## config.mk

```make
export PLATFORM = sky130hd
export DESIGN_NAME = inst_prefetch_flat
export DESIGN_NICKNAME = d
export VERILOG_FILES = /design/src/rtl/inst_prefetch_if.sv /design/src/rtl/inst_prefetch.sv /design/src/flat_wrapper.sv
export SDC_FILE = /design/constraint.sdc
export NUM_CORES = 1
export LEC_CHECK = 0
export CORE_ASPECT_RATIO = 0.8
export CORE_UTILIZATION = 55
export DETAILED_ROUTE_END_ITERATION = 10
export PLACE_DENSITY = 0.81
export SLEW_MARGIN = 25
export SYNTH_ARGS = -nofsm -noshare
export SYNTH_HDL_FRONTEND = slang
export SYNTH_SLANG_ARGS = --single-unit
```

## constraint.sdc

```tcl
create_clock -name clk -period 3.7 [get_ports clk]
set_clock_uncertainty 0.2 [all_clocks]
set_input_delay 0.555 -clock clk [delete_from_list [all_inputs] [get_ports clk]]
set_output_delay 0.555 -clock clk [all_outputs]
set_load 0.01 [all_outputs]
```

## src/rtl/inst_prefetch_if.sv

```systemverilog
// Fetch-side bus of the instruction prefetcher: ROM port, redirect request and
// the core-facing instruction handshake.
interface inst_prefetch_if;
    logic [31:0] rom_addr_o;
    logic        rom_ce_o;
    logic [31:0] rom_data_i;
    logic        branch_flag_i;
    logic [31:0] branch_target_i;
    logic        ready_i;
    logic        valid_o;
    logic [31:0] inst_o;
    logic [31:0] pc_o;

    modport master (
        output rom_addr_o, rom_ce_o, valid_o, inst_o, pc_o,
        input  rom_data_i, branch_flag_i, branch_target_i, ready_i
    );

    modport slave (
        input  rom_addr_o, rom_ce_o, valid_o, inst_o, pc_o,
        output rom_data_i, branch_flag_i, branch_target_i, ready_i
    );
endinterface

```

## src/rtl/inst_prefetch.sv

```systemverilog
// Instruction prefetcher: fetches sequentially from a combinational ROM into a
// DEPTH-entry {pc, inst} FIFO; a branch flushes the FIFO and redirects fetch.
module inst_prefetch #(
    parameter int unsigned DEPTH    = 4,
    parameter logic [31:0] RESET_PC = 32'h0000_0000
) (
    input logic            clk,
    input logic            rst,
    inst_prefetch_if.master bus
);
    localparam int unsigned PW   = $clog2(DEPTH);
    localparam logic [PW:0] FULL = (PW+1)'(DEPTH);

    logic [31:0]   pc_q, pc_d;
    logic [PW-1:0] wr_q, wr_d;
    logic [PW-1:0] rd_q, rd_d;
    logic [PW:0]   cnt_q, cnt_d;
    logic [31:0]   fifo_pc_q   [DEPTH];
    logic [31:0]   fifo_inst_q [DEPTH];
    logic          push, pop, empty;
    logic          unused_tgt_lsb;

    assign unused_tgt_lsb = ^bus.branch_target_i[1:0];

    assign empty = (cnt_q == '0);
    assign push  = rst & (cnt_q < FULL) & ~bus.branch_flag_i;
    assign pop   = bus.valid_o & bus.ready_i;

    // Outputs are gated by rst so they read as idle even before the reset edge.
    assign bus.rom_ce_o   = push;
    assign bus.rom_addr_o = rst ? pc_q : RESET_PC;
    assign bus.valid_o    = rst & ~empty & ~bus.branch_flag_i;
    assign bus.inst_o     = (rst & ~empty) ? fifo_inst_q[rd_q] : '0;
    assign bus.pc_o       = (rst & ~empty) ? fifo_pc_q[rd_q]   : '0;

    always_comb begin
        pc_d  = pc_q;
        wr_d  = wr_q;
        rd_d  = rd_q;
        cnt_d = cnt_q;
        if (bus.branch_flag_i) begin
            pc_d  = {bus.branch_target_i[31:2], 2'b00};
            wr_d  = '0;
            rd_d  = '0;
            cnt_d = '0;
        end else begin
            if (push) begin
                pc_d = pc_q + 32'd4;
                wr_d = wr_q + 1'b1;
            end
            if (pop) begin
                rd_d = rd_q + 1'b1;
            end
            case ({push, pop})
                2'b10:   cnt_d = cnt_q + 1'b1;
                2'b01:   cnt_d = cnt_q - 1'b1;
                default: cnt_d = cnt_q;
            endcase
        end
    end

    always_ff @(posedge clk) begin
        if (!rst) begin
            pc_q  <= RESET_PC;
            wr_q  <= '0;
            rd_q  <= '0;
            cnt_q <= '0;
        end else begin
            pc_q  <= pc_d;
            wr_q  <= wr_d;
            rd_q  <= rd_d;
            cnt_q <= cnt_d;
        end
    end

    always_ff @(posedge clk) begin
        if (push) begin
            fifo_pc_q[wr_q]   <= pc_q;
            fifo_inst_q[wr_q] <= bus.rom_data_i;
        end
    end
endmodule

```

## src/flat_wrapper.sv

```systemverilog
// flat-port wrapper written by rule: the top's interface ports become plain ports
module inst_prefetch_flat 
#(
    parameter int unsigned DEPTH    = 4,
    parameter logic [31:0] RESET_PC = 32'h0000_0000
)
  (clk, rst, bus_rom_addr_o, bus_rom_ce_o, bus_valid_o, bus_inst_o, bus_pc_o, bus_rom_data_i, bus_branch_flag_i, bus_branch_target_i, bus_ready_i);
  inst_prefetch_if bus_i ();
  input logic clk;
  input logic rst;
  output wire logic [$bits(bus_i.rom_addr_o)-1:0] bus_rom_addr_o;
  output wire logic [$bits(bus_i.rom_ce_o)-1:0] bus_rom_ce_o;
  output wire logic [$bits(bus_i.valid_o)-1:0] bus_valid_o;
  output wire logic [$bits(bus_i.inst_o)-1:0] bus_inst_o;
  output wire logic [$bits(bus_i.pc_o)-1:0] bus_pc_o;
  input wire logic [$bits(bus_i.rom_data_i)-1:0] bus_rom_data_i;
  input wire logic [$bits(bus_i.branch_flag_i)-1:0] bus_branch_flag_i;
  input wire logic [$bits(bus_i.branch_target_i)-1:0] bus_branch_target_i;
  input wire logic [$bits(bus_i.ready_i)-1:0] bus_ready_i;
  assign bus_rom_addr_o = bus_i.rom_addr_o;
  assign bus_rom_ce_o = bus_i.rom_ce_o;
  assign bus_valid_o = bus_i.valid_o;
  assign bus_inst_o = bus_i.inst_o;
  assign bus_pc_o = bus_i.pc_o;
  assign bus_i.rom_data_i = bus_rom_data_i;
  assign bus_i.branch_flag_i = bus_branch_flag_i;
  assign bus_i.branch_target_i = bus_branch_target_i;
  assign bus_i.ready_i = bus_ready_i;
  inst_prefetch #(.DEPTH(DEPTH), .RESET_PC(RESET_PC)) u_core (.clk(clk), .rst(rst), .bus(bus_i));
endmodule
```

## Yosys cells after proc, flatten, opt, wreduce, memory -nomap -nowiden

Memory sizes are Yosys's and may differ from the RTL's. A register that Yosys moved wholly into a read port is not among the register bits.
Index checks and enable logic that the tools add are counted.

| operators by class | value |
|---|---|
| add/subtract/negate cells | 5 |
| order comparisons | 1 |
| equal/unequal tests | 2 |
| mux-type cells | 12 |
| bitwise logic cells | 8 |
| reductions and logical operators | 4 |

Operators by type and width:

| cell | number |
|---|---|
| $mux W32 | 5 |
| $add A32 B3 Y32 const B | 1 |
| $mux W2 | 4 |
| $pmux W3 S2 | 1 |
| $and A1 B1 Y1 | 5 |
| $add A2 B1 Y2 const B | 2 |
| $reduce_bool A2 Y1 | 2 |
| $add A3 B1 Y3 const B | 1 |
| $logic_not A3 Y1 | 1 |
| $lt A3 B3 Y1 const B | 1 |
| $not A1 Y1 | 3 |
| $sub A3 B1 Y3 const B | 1 |
| $eq A2 B1 Y1 const B | 1 |
| $eq A2 B2 Y1 const B | 1 |
| $mux W1 | 2 |
| $reduce_or A2 Y1 | 1 |

| storage, ports and cells | value |
|---|---|
| register bits after elaboration | 39 |
| bits in writable memories | 256 |
| input bits | 68 |
| output and inout bits | 98 |
| word-level logic and storage cells | 39 |
| memories | 2 |

Memories:

| name | words | width | rd ports | clocked after memory_dff | write ports | RTL line | source |
|---|---|---|---|---|---|---|---|
| u_core.fifo_inst_q | 4 | 32 | 1 | 1 | 1 | inst_prefetch.sv:19 | `logic [31:0] fifo_inst_q [DEPTH];` |
| u_core.fifo_pc_q | 4 | 32 | 1 | 1 | 1 | inst_prefetch.sv:18 | `logic [31:0] fifo_pc_q [DEPTH];` |

## Logic depth before layout (Yosys ltp)

Gate-level depths: netlist of the first run.

| logic depth | value |
|---|---|
| word-level depth | 7 |
| mapped depth | 11 |
| gate-level depth less buffers | 9 |

## Worst setup path after synthesis of the first run

Ideal clock, no wire load.

| timing path | value |
|---|---|
| path kind | input port to flip-flop |
| start point | input port rst |
| end point | memory u_core.fifo_inst_q[1][0], enable pin |
| setup time | 426 ps |
| data arrival time | 2808 ps |
| data required time | 3074 ps |
| setup slack | 266 ps |
| cell stages on the path | 5 |
| path buffers | 2 |
| cells stage by stage | clkbuf_2 nand2b_1 clkbuf_1 nor2_1 and2_1 |

| on the way | value |
|---|---|
| longest elaborated chain between the ends | 4 |

Ends and longest elaborated chain:

| what | RTL line | source |
|---|---|---|
| start: declaration | flat_wrapper.sv:10 | `input logic rst;` |
| $and A1 B1 Y1 (2 in series) | inst_prefetch.sv:26 | `assign push = rst & (cnt_q < FULL) & ~bus.branch_flag_i;` |
| net bus_rom_ce_o | flat_wrapper.sv:12 | `output wire logic [$bits(bus_i.rom_ce_o)-1:0] bus_rom_ce_o;` |
| $mux W1 | inst_prefetch.sv:77 | `if (push) begin` |
| $mux W1 (not written as such) | inst_prefetch.sv:79 | `fifo_inst_q[wr_q] <= bus.rom_data_i;` |
| end: declaration | inst_prefetch.sv:19 |  |

The timed path passes the listed nets, and every way through them passes these cells.

==> summary.txt, run 1 <==
Clock tree
  – Worst-skew pair later-pin latency: around 0.53 ns
  – Clock Tree Buf Depth: 3
  – Post-CTS sizing: 0
  – Root buffer cell: clkbuf_16
  – Post-CTS setup buffers: 0
  – CTS clock-pin slew for the worst setup and hold paths: approximately 0.06 ns
  – Clock Sinks: between 200 and 300
  – Htree depth: 1
  – Hold buffers post-CTS: 0
  – CTS tree: yes
  – CTS Buf Count: 27

Run status
  – Failing checks: DRC
  – Outcome: finished, violations left

Finish
  – Fin nets: 945
  – Area Overhead vs Synth: 23.8%
  – Post-layout util: a little over two thirds
  – Share of cells above drive strength 1: between 10% and 20%
  – Diodes inserted: 0

Yosys
  – Post-synth top flop: edfxtp_1
  – Seq/Total Area, Yosys: approximately 70%
  – Netlist cell types: 39
  – Syn Area/Cell: around 17 sq um
  – Number of synthesized flops with an enable pin: around 250
  – Most common cell in the netlist: edfxtp_1
  – Post-synthesis cell area: around 0.012 sq mm
  – Syn. warnings: 0
  – Synth Register Bits: about 290
  – Share of the synthesized area in the top cell type: 63.4%
  – Leading area contributor after synthesis: edfxtp_1
  – Post-synth top cells: edfxtp_1 (248), nor2b_1 (63), mux4_2 (62)
  – Synth async-reset ratio: 0%
  – Cells after Synth: 701
  – Top cells by area in the synthesized netlist: edfxtp_1 (63%), mux4_2 (12%), dfxtp_1 (6.6%)

Pwr
  – Leakage: approximately 4.6 nW
  – Pwr dens: roughly 450 mW/mm^2
  – Internal: between 0.005 and 0.006 W
  – Clock network power share: around two fifths
  – Sequential share of power: a little under three fifths
  – VDD IR max: 0.276 mV
  – Switching Share: between 20 and 25%
  – Comb pwr share: 5.3%
  – P_sw: 0.00135 W

Drt
  – Wl on met1: between 10000 and 15000 microns
  – Vias: roughly 6.7k
  – Number of vias per cell: 5.74
  – DR WL/cell: approximately 21 microns
  – Remaining antenna violation count: 0
  – Metal3 WL: 1810 microns
  – Drc violations: 25
  – DRT Wirelength: 24300 microns
  – Highest Signal Layer: met4
  – DRT Pass-1 Iters: 8
  – Routed wl met2: about 12000 microns
  – 1st-iter DRT viols: 465

Floorplan
  – Core Area: 0.0208 sq mm
  – Top-Level Pins: approximately 170
  – Std cell rows: 47
  – Initial core utilization: between 50% and 60%
  – Die height: about 130 microns
  – Die area: 0.0220 sq mm
  – Die Wd: approximately 170 microns

Global routing
  – Initial antenna violation count: 0
  – Total grt overflow: 0
  – First-pass GRT wire length: 37400 microns
  – GRT Total Usage: a little under a quarter
  – Vias in the first global route: slightly below 7k
  – Largest net degree at the start of global routing: 58

Worst setup path
  – Crit. End Element: output pin
  – Worst reg2reg startpoint: u_core.cnt_q[2]$_SDFFE_PP0P_
  – Crit path capture: bus_inst_o[4]
  – Worst R2R End: u_core.cnt_q[2]$_SDFFE_PP0P_
  – Worst setup SP type: register
  – Setup CP Type: reg -> out
  – Reg-to-reg slack, setup: about 1.3 ns
  – CP Data Arrival Time: ~2.7 ns
  – Maximum net fanout on the critical path: 35
  – CP required: ~3 ns
  – Worst-case reg-to-reg path depth: 9

Place
  – Placer Congestion: between 0.8 and 0.9
  – Number of port buffers: approximately 160
  – Final HPWL DP: about 16000 microns

Worst hold path
  – Hold_sp: u_core.cnt_q[1]$_SDFFE_PP0P_
  – Worst min path class: reg -> reg

Timing
  – F_max: slightly below 300 MHz
  – Final setup violation count: 0
  – Tmin final: between 3 and 4 ns
  – TNS Setup: 0 ns
  – Worst-Margin Slew: between 0.8 and 0.9 ns
  – RSZ-0062 raised after global routing: false
  – Rel. slew slack: roughly two fifths
  – Final period util: a little over 90%
  – Max Slew Vio Count: 0
  – Final Hold Vio Count: 0

Run
  – Max Cap Violations: 0
## state kept, by name, summed over array words and instances, names as in the netlist, named ones only
| name | flops |
|---|---|
| u_core.fifo_inst_q | 128 |
| u_core.fifo_pc_q | 120 |
| u_core.pc_q | 30 |
| u_core.cnt_q | 3 |
| u_core.rd_q | 2 |
| u_core.wr_q | 2 |
## power groups by stage
stage          sequential (W)  clock [W]  combinational [W]
2_1_floorplan         0.00371          0           0.000165
3_3_place_gp          0.00373          0           0.000336
3_5_place_dp          0.00374          0           0.000346
4_1_cts               0.00367    0.00260           0.000349
5_1_grt               0.00368    0.00271           0.000373
6_report              0.00367    0.00255           0.000347
## cells by family after synthesis
logic type               after synthesis  share of synthesized area (%)
AO/OA/AOI/OAI                         51                           2.30
XOR/XNOR                              34                           2.53
adder cells (fa/ha/maj)                7                          0.809
buffers and inverters                 50                           1.86
flip-flops                           287                           70.0
multiplexers                          64                           12.1
other                                  1                         0.0319
AND/OR/NAND/NOR                      207                           10.4
## area by class of cell
cell class              instances  area, sq um
clock buffers                  35          716
clock inverters                15          101
fillers                      1338         6260
inverters                       7         26.3
multi-input cells             367         3330
flip-flops and latches        287         8240
well taps                     269          337
repair buffers                180         1810
## metrics by stage
stage                     total power (W)  hold WS (ns)  std cells  worst slack, ns  cell area [sq um]
after detailed placement          0.00408         0.347       1110            0.651              13700
after global placement            0.00407         0.301       1110            0.681              13700
final                             0.00657         0.354       1160            0.284              14600
after floorplan                   0.00388         0.258        704            0.266              11800
after global routing              0.00676         0.383       1160            0.170              14600
after CTS                         0.00661         0.361       1160            0.254              14600
## layer usage
metal	GRT usage, %	vias up
met5	0	-
met4	5.00	0
met3	4.48	42
met2	36.3	262
met1	32.0	3346
li1	-	3003
## layout by cell type (no fill, tap or decap), drive strengths merged, types with 11 or more instances in the layout
cell and instances:
nand3 11, nor2 12, o21ai 31, edfxtp 248, buf 22, xor2 15, mux4 62, clkinv 12
nor2b 63, dfxtp 39, nand2 33, xnor2 19, and2 45, clkdlybuf4s50 158, a21oi 17, clkbuf 35
## how the worst min path moves through the flow
stage	slack (ns)	depth (start not counted)	endpoint
3_3_place_gp	0.30	2	register
4_1_cts	0.36	2	u_core.cnt_q[1]$_SDFFE_PP0P_
5_1_grt	0.38	0	u_core.fifo_pc_q[1][28]$_DFFE_PP_
2_1_floorplan	0.26	0	u_core.fifo_pc_q[0][15]$_DFFE_PP_
6_report	0.35	2	u_core.cnt_q[1]$_SDFFE_PP0P_
3_5_place_dp	0.35	2	u_core.cnt_q[1]$_SDFFE_PP0P_
## critical path: stages (launching register included)
cell             delay, ns
dfxtp_4               0.70
buf_4                 0.40
mux4_2                0.24
nor2b_1               0.19
clkdlybuf4s50_1       0.57
(Power assumes the default switching activity.)
==> run 2, diff against run 1 <==
--- a/config.mk
+++ b/config.mk
@@ -7,7 +7,9 @@
 export LEC_CHECK = 0
 export CORE_ASPECT_RATIO = 0.8
 export CORE_UTILIZATION = 55
+export CTS_CLUSTER_DIAMETER = 200
 export DETAILED_ROUTE_END_ITERATION = 10
+export MAX_ROUTING_LAYER = met4
 export PLACE_DENSITY = 0.81
 export SLEW_MARGIN = 25
 export SYNTH_ARGS = -nofsm -noshare
==> run 2 against run 1 <==
  * The run still ends with DRC left
  * Global-route usage up 0.67 points
  * Critical path depth did not move
  * Clock-buffer cell count unchanged
  * Maximum frequency hardly changed
==> summary.txt, run 2 (synthesis gave the netlist of run 1 again) <==
Global routing
  – Vias in the first global route: 6876 (-0.073%)
  – GRT Total Usage: 23.2% (+0.67 points)
  – Largest net degree at the start of global routing: 58 (unchanged)
  – Total grt overflow: 0 (unchanged)
  – First-pass GRT wire length: 37300 microns (-0.17%)
  – Initial antenna violation count: 0 (unchanged)

Worst hold path
  – Worst min path class: reg -> reg
  – Hold EP: u_core.cnt_q[1]$_SDFFE_PP0P_
  – WHS Path Cells: 2 (unchanged)
  – Hold_sp: u_core.cnt_q[1]$_SDFFE_PP0P_

Finish
  – Biggest register: u_core.fifo_inst_q
  – Count of non-filler cells in the finished layout: 1160 (unchanged)
  – Diodes inserted: 0 (unchanged)
  – Post-layout util: 69.9% (unchanged)
  – Largest register FFs: 128 (unchanged)
  – Biggest regs: u_core.fifo_inst_q: 128 flops, u_core.fifo_pc_q: 120 flops, u_core.pc_q: 30 flops
  – Register area: 0.00824 sq mm (unchanged)
  – Share of cells above drive strength 1: 15.6% (unchanged)
  – Commonest non-fill, non-tap cell in the layout: edfxtp_1
  – Most frequent cells in the layout: edfxtp_1 (248), clkdlybuf4s50_1 (158), nor2b_1 (63), mux4_2 (62), and2_1 (41)
  – Area Overhead vs Synth: 23.8% (unchanged)
  – Multi-input gate area: 0.00333 sq mm (unchanged)
  – Fin nets: 945 (unchanged)
  – Filler instances: 1338 (unchanged)

Clock tree
  – Root buffer cell: clkbuf_16
  – Post-CTS setup buffers: 0 (unchanged)
  – CTS tree: yes
  – CTS Buf Count: 27 (unchanged)
  – CTS clock-pin slew for the worst setup and hold paths: 0.06 ns (about the same)
  – Hold buffers post-CTS: 0 (unchanged)
  – Htree depth: 1 (unchanged)
  – Clock Sinks: 287 (unchanged)
  – Worst-skew pair later-pin latency: 0.53 ns (about the same)
  – Post-CTS sizing: 0 (unchanged)
  – Clock Tree Buf Depth: 3 (unchanged)

Timing
  – Final Hold Vio Count: 0 (unchanged)
  – Final setup violation count: 0 (unchanged)
  – RSZ-0062 raised after global routing: false
  – Final period util: 92.3% (about the same)
  – Worst-Margin Slew: 0.868 ns (-0.00379 ns)
  – Rel. slew slack: 42.1% (+0.25 points)
  – Tmin final: 3.41 ns (-0.00225 ns)
  – TNS Setup: 0 ns (unchanged)
  – Max Slew Vio Count: 0 (unchanged)
  – F_max: 293 MHz (about the same)

Place
  – Placer Congestion: 0.885 (+1.6%)
  – Cells after DPL: 1110 (unchanged)
  – Number of port buffers: 159 (unchanged)
  – Final HPWL DP: 15700 microns (unchanged)

Run
  – Max Cap Violations: 0 (unchanged)

Worst setup path
  – Reg-to-reg slack, setup: 1.27 ns (about the same)
  – Worst R2R End: u_core.cnt_q[2]$_SDFFE_PP0P_
  – CP Data Arrival Time: 2.66 ns (about the same)
  – Crit. End Element: output pin
  – Maximum net fanout on the critical path: 35 (unchanged)
  – Worst setup SP type: register
  – CP required: 2.94 ns (about the same)
  – Worst reg2reg startpoint: u_core.cnt_q[2]$_SDFFE_PP0P_
  – Setup CP Type: reg -> out
  – Worst-case reg-to-reg path depth: 9 (unchanged)

Drt
  – 1st-iter DRT viols: 502 (+8.0%)
  – DRT Pass-1 Iters: 8 (unchanged)
  – DR WL/cell: 20.9 microns (-0.17%)
  – Remaining antenna violation count: 0 (unchanged)
  – Vias: 6672 (+0.29%)
  – Drc violations: 25 (unchanged)
  – Number of vias per cell: 5.75 (+0.29%)
  – DRT Wirelength: 24200 microns (-0.17%)

Pwr
  – Leakage: 4.63 nW (unchanged)
  – VDD IR max: 0.275 mV (-0.41%)
  – Pwr dens: 451 mW/mm^2 (about the same)
  – Design Power: 0.00657 W (about the same)

Floorplan
  – Die Wd: 165 microns (unchanged)
  – Initial core utilization: 56.5% (unchanged)
  – Die height: 133 microns (unchanged)
  – Std cell rows: 47 (unchanged)
  – Top-Level Pins: 166 (unchanged)
  – Die area: 0.0220 sq mm (unchanged)
  – Core Area: 0.0208 sq mm (unchanged)

Run status
  – Failing checks: DRC
  – Outcome: finished, violations left
[run 2: cell counts in the layout (fill, tap and decap cells not counted)]
No cell type changed its count.
[run 2: critical path, cell delays in order (launching register included)]
cell	delay (ns)
dfxtp_4	0.70
buf_4	0.40
mux4_2	0.35
nor2b_1	0.16
clkdlybuf4s50_1	0.49
[run 2: worst max path at each step]
| stage | startpoint | depth (start not counted) | end | slack (ns) |
|---|---|---|---|---|
| after floorplan | rst | 5 | u_core.fifo_inst_q[1][0]$_DFFE_PP_ | 0.27 |
| after CTS | register | 4 | bus_inst_o[10] | 0.25 |
| after global routing | register | 4 | bus_inst_o[10] | 0.18 |
| after detailed placement | bus_branch_flag_i | 10 | u_core.cnt_q[2]$_SDFFE_PP0P_ | 0.65 |
| final | register | 4 | bus_inst_o[10] | 0.29 |
| after global placement | bus_branch_flag_i | 10 | u_core.cnt_q[2]$_SDFFE_PP0P_ | 0.68 |
[run 2: layout make-up]
cell class                      count  share of cell area, %
Multi-Input combinational cell    367                   22.9
Clock buffer                       35                   4.92
Sequential cell                   287                   56.6
Tap cell                          269                   2.31
Clock inverter                     15                  0.696
Timing Repair Buffer              180                   12.4
Inverter                            7                  0.181
[run 2: stage by stage]
stage / cell area [sq um] / worst slack, ns / hold slack [ns]
6_report: 14600 / 0.286 / 0.355
5_1_grt: 14600 / 0.175 / 0.383
4_1_cts: 14600 / 0.254 / 0.361
3_5_place_dp: 13700 / 0.651 / 0.347
3_3_place_gp: 13700 / 0.681 / 0.301
2_1_floorplan: 11800 / 0.266 / 0.258
[run 2: power by group]
group / internal (W) / total, W / leakage, nW / switching, W
Clock: 0.00143 / 0.00255 / 0.405 / 0.00112
Combinational: 0.000191 / 0.000347 / 1.63 / 0.000156
Sequential: 0.00360 / 0.00367 / 2.59 / 0.0000723
[run 2: routing by layer]
metal  GRT usage (%)  vias up  share of wire (%)
li1                -     3003                  -
met1            32.2     3351                 43
met2            36.3      278                 48
met3            4.08       40                7.6
met4            5.00        0                1.6
met5               -        -                  0
==> run 3, diff against run 2 <==
--- a/config.mk
+++ b/config.mk
@@ -5,12 +5,15 @@
 export SDC_FILE = /design/constraint.sdc
 export NUM_CORES = 1
 export LEC_CHECK = 0
+export CELL_PAD_IN_SITES_DETAIL_PLACEMENT = 0
+export CELL_PAD_IN_SITES_GLOBAL_PLACEMENT = 2
 export CORE_ASPECT_RATIO = 0.8
-export CORE_UTILIZATION = 55
+export CORE_UTILIZATION = 40
 export CTS_CLUSTER_DIAMETER = 200
 export DETAILED_ROUTE_END_ITERATION = 10
 export MAX_ROUTING_LAYER = met4
 export PLACE_DENSITY = 0.81
+export RECOVER_POWER = 100
 export SLEW_MARGIN = 25
 export SYNTH_ARGS = -nofsm -noshare
 export SYNTH_HDL_FRONTEND = slang
==> run 3 against run 2 <==
  * The run ends with capacitance limit, slew limit left
  * Maximum frequency decreased by 2.0%
  * Clock-buffer cell count unchanged
  * Global-route usage decreased by 5.1 points
  * Critical endpoint is now bus_pc_o[30]
  * Register-to-register slack got worse by 0.71 ns
  * Die area increased by 37%
  * Non-clock buffer count increased by 2
  * Final cell count increased by 9.4%
  * Sequential power about the same
  * Final area increased by 2.1%
  * Utilization decreased by 18 points
==> summary.txt, run 3 (synthesis gave the netlist of run 1 again) <==
Run status
  – Outcome: finished, violations left
  – Failing checks: capacitance limit, slew limit

Drt
  – DRT Pass-1 Iters: 5 (-3)
  – DRT Wirelength: 25900 microns (+7.1%)
  – Vias: 6421 (-3.8%)
  – Remaining antenna violation count: 0 (unchanged)
  – 1st-iter DRT viols: 430 (-14%)
  – Number of vias per cell: 5.06 (-12%)
  – Drc violations: 0 (-100%)
  – DR WL/cell: 20.4 microns (-2.1%)

Worst setup path
  – CP peak stage delay: 0.64 ns (-0.06 ns)
  – CP Data Arrival Time: 2.73 ns (+0.07 ns)
  – Maximum net fanout on the critical path: 38 (+8.6%)
  – CP required: 2.94 ns (about the same)
  – Reg-to-reg slack, setup: 0.56 ns (-0.71 ns)
  – Worst setup SP type: register
  – Worst-case reg-to-reg path depth: 4 (-5)
  – Slowest cell on the critical path: dlygate4sd3_1
  – Crit. End Element: output pin
  – Worst R2R End: u_core.fifo_inst_q[1][19]$_DFFE_PP_
  – Setup CP Type: reg -> out
  – Worst reg2reg startpoint: u_core.cnt_q[2]$_SDFFE_PP0P_
  – Critical path cell sequence: buf_12 -> mux4_2 -> nor2b_1 -> dlygate4sd3_1

Timing
  – Worst setup margin: 0.217 ns (-0.0688 ns)
  – Final period util: 94.1% (+1.9 points)
  – Final setup violation count: 0 (unchanged)
  – Tmin final: 3.48 ns (+0.0688 ns)
  – F_max: 287 MHz (-2.0%)
  – Final Hold Vio Count: 0 (unchanged)
  – Max Slew Vio Count: 50 (+50)
  – Rel. slew slack: -6.25% (-48 points)
  – Worst-Margin Slew: 1.59 ns (+0.725 ns)
  – TNS Setup: 0 ns (unchanged)
  – RSZ-0062 raised after global routing: false

Floorplan
  – Die Wd: 194 microns (+17%)
  – Core Area: 0.0286 sq mm (+37%)
  – Die height: 155 microns (+17%)
  – Std cell rows: 55 (+17%)
  – Initial core utilization: 41.2% (-15 points)
  – Top-Level Pins: 166 (unchanged)
  – Die area: 0.0301 sq mm (+37%)

Place
  – Cells after DPL: 1213 (+9.3%)
  – Dpl ws: 0.623 ns (-0.0272 ns)
  – Final HPWL DP: 16700 microns (+6.1%)
  – Placer Congestion: 0.746 (-16%)
  – Number of port buffers: 159 (unchanged)

Pwr
  – Leakage: 4.83 nW (+4.4%)
  – Pwr dens: 473 mW/mm^2 (+4.7%)
  – VDD IR max: 0.438 mV (+59%)

Clock tree
  – CTS Buf Count: 30 (+11%)
  – CTS clock-pin slew for the worst setup and hold paths: 0.06 ns (about the same)
  – Post-CTS sizing: 0 (unchanged)
  – Post-CTS setup buffers: 0 (unchanged)
  – Clock Tree Buf Depth: 3 (unchanged)
  – Hold buffers post-CTS: 0 (unchanged)
  – Htree depth: 1 (unchanged)
  – Clock Sinks: 287 (unchanged)
  – Worst-skew pair later-pin latency: 0.55 ns (+0.02 ns)
  – Root buffer cell: clkbuf_16
  – CTS tree: yes

Global routing
  – Largest net degree at the start of global routing: 44 (-24%)
  – Initial antenna violation count: 0 (unchanged)
  – GRT Total Usage: 18.1% (-5.1 points)
  – Total grt overflow: 0 (unchanged)
  – Vias in the first global route: 6592 (-4.1%)
  – First-pass GRT wire length: 40000 microns (+7.2%)

Worst hold path
  – WHS Path Cells: 3 (+1)
  – Worst min path class: in -> reg
  – Hold EP: u_core.pc_q[9]$_SDFFE_PN0P_
  – Hold_sp: rst

Finish
  – Share of cells above drive strength 1: 14.9% (-0.69 points)
  – Fin nets: 950 (+0.53%)
  – Biggest register: u_core.fifo_inst_q
  – Most frequent cells in the layout: edfxtp_1 (248), dlygate4sd3_1 (80), clkdlybuf4s50_1 (78), nor2b_1 (63), mux4_2 (62)
  – Diodes inserted: 0 (unchanged)
  – Biggest regs: u_core.fifo_inst_q: 128 flops, u_core.fifo_pc_q: 120 flops, u_core.pc_q: 30 flops
  – Count of non-filler cells in the finished layout: 1269 (+9.4%)
  – Commonest non-fill, non-tap cell in the layout: edfxtp_1
  – Filler instances: 2334 (+74%)
  – Largest register FFs: 128 (unchanged)
  – Area Overhead vs Synth: 26.5%

Run
  – Max Cap Violations: 2 (+2)
[run 3: worst max-delay path by stage]
stage | from | to | slack (ns)
2_1_floorplan | rst | u_core.fifo_inst_q[1][0]$_DFFE_PP_ | 0.27
3_3_place_gp | bus_branch_flag_i | u_core.cnt_q[2]$_SDFFE_PP0P_ | 0.63
3_5_place_dp | bus_branch_flag_i | u_core.cnt_q[2]$_SDFFE_PP0P_ | 0.62
4_1_cts | register | bus_inst_o[31] | 0.32
5_1_grt | u_core.cnt_q[2]$_SDFFE_PP0P_ | bus_inst_o[0] | 0.08
6_report | register | bus_pc_o[30] | 0.22
[run 3: per-layer routing]
metal / GRT usage [%] / vias up / wire, microns
met4: 3.24 / 0 / 363
met2: 27.2 / 183 / 11600
met3: 2.93 / 34 / 1310
met5: - / - / 0
met1: 26.2 / 3191 / 12700
li1: - / 3013 / -
[run 3: through the flow]
stage | utilization, % | instance area (sq um) | total power, W | hold WS [ns]
global placement | 48.7 | 13900 | 0.00408 | 0.305
global route | 52.0 | 14900 | 0.00726 | 0.329
CTS | 52.2 | 14900 | 0.00712 | 0.299
finish | 52.0 | 14900 | 0.00703 | 0.326
detailed placement | 48.7 | 13900 | 0.00409 | 0.318
floorplan | - | 11800 | 0.00388 | 0.258
[run 3: worst max-delay path, delay by kind of cell (launching register included)]
kind          cells  cell delay, ns
buf+inv           2            0.97
flops             1            0.48
mux               1            0.54
simple gates      1            0.14
[run 3: report_power, final]
part	switching, W	internal (W)
clock	0.00119	0.00183
combinational	0.000158	0.000176
sequential	0.0000705	0.00360
total	0.00142	0.00560
[run 3: cell type report]
cell class / instances / area [sq um] / area share [%]
Clock buffer: 35 / 769 / 5.18
Clock inverter: 21 / 234 / 1.57
Inverter: 7 / 26.3 / 0.177
Multi-Input combinational cell: 367 / 3320 / 22.3
Sequential cell: 287 / 8230 / 55.4
Tap cell: 370 / 463 / 3.11
Timing Repair Buffer: 182 / 1820 / 12.2
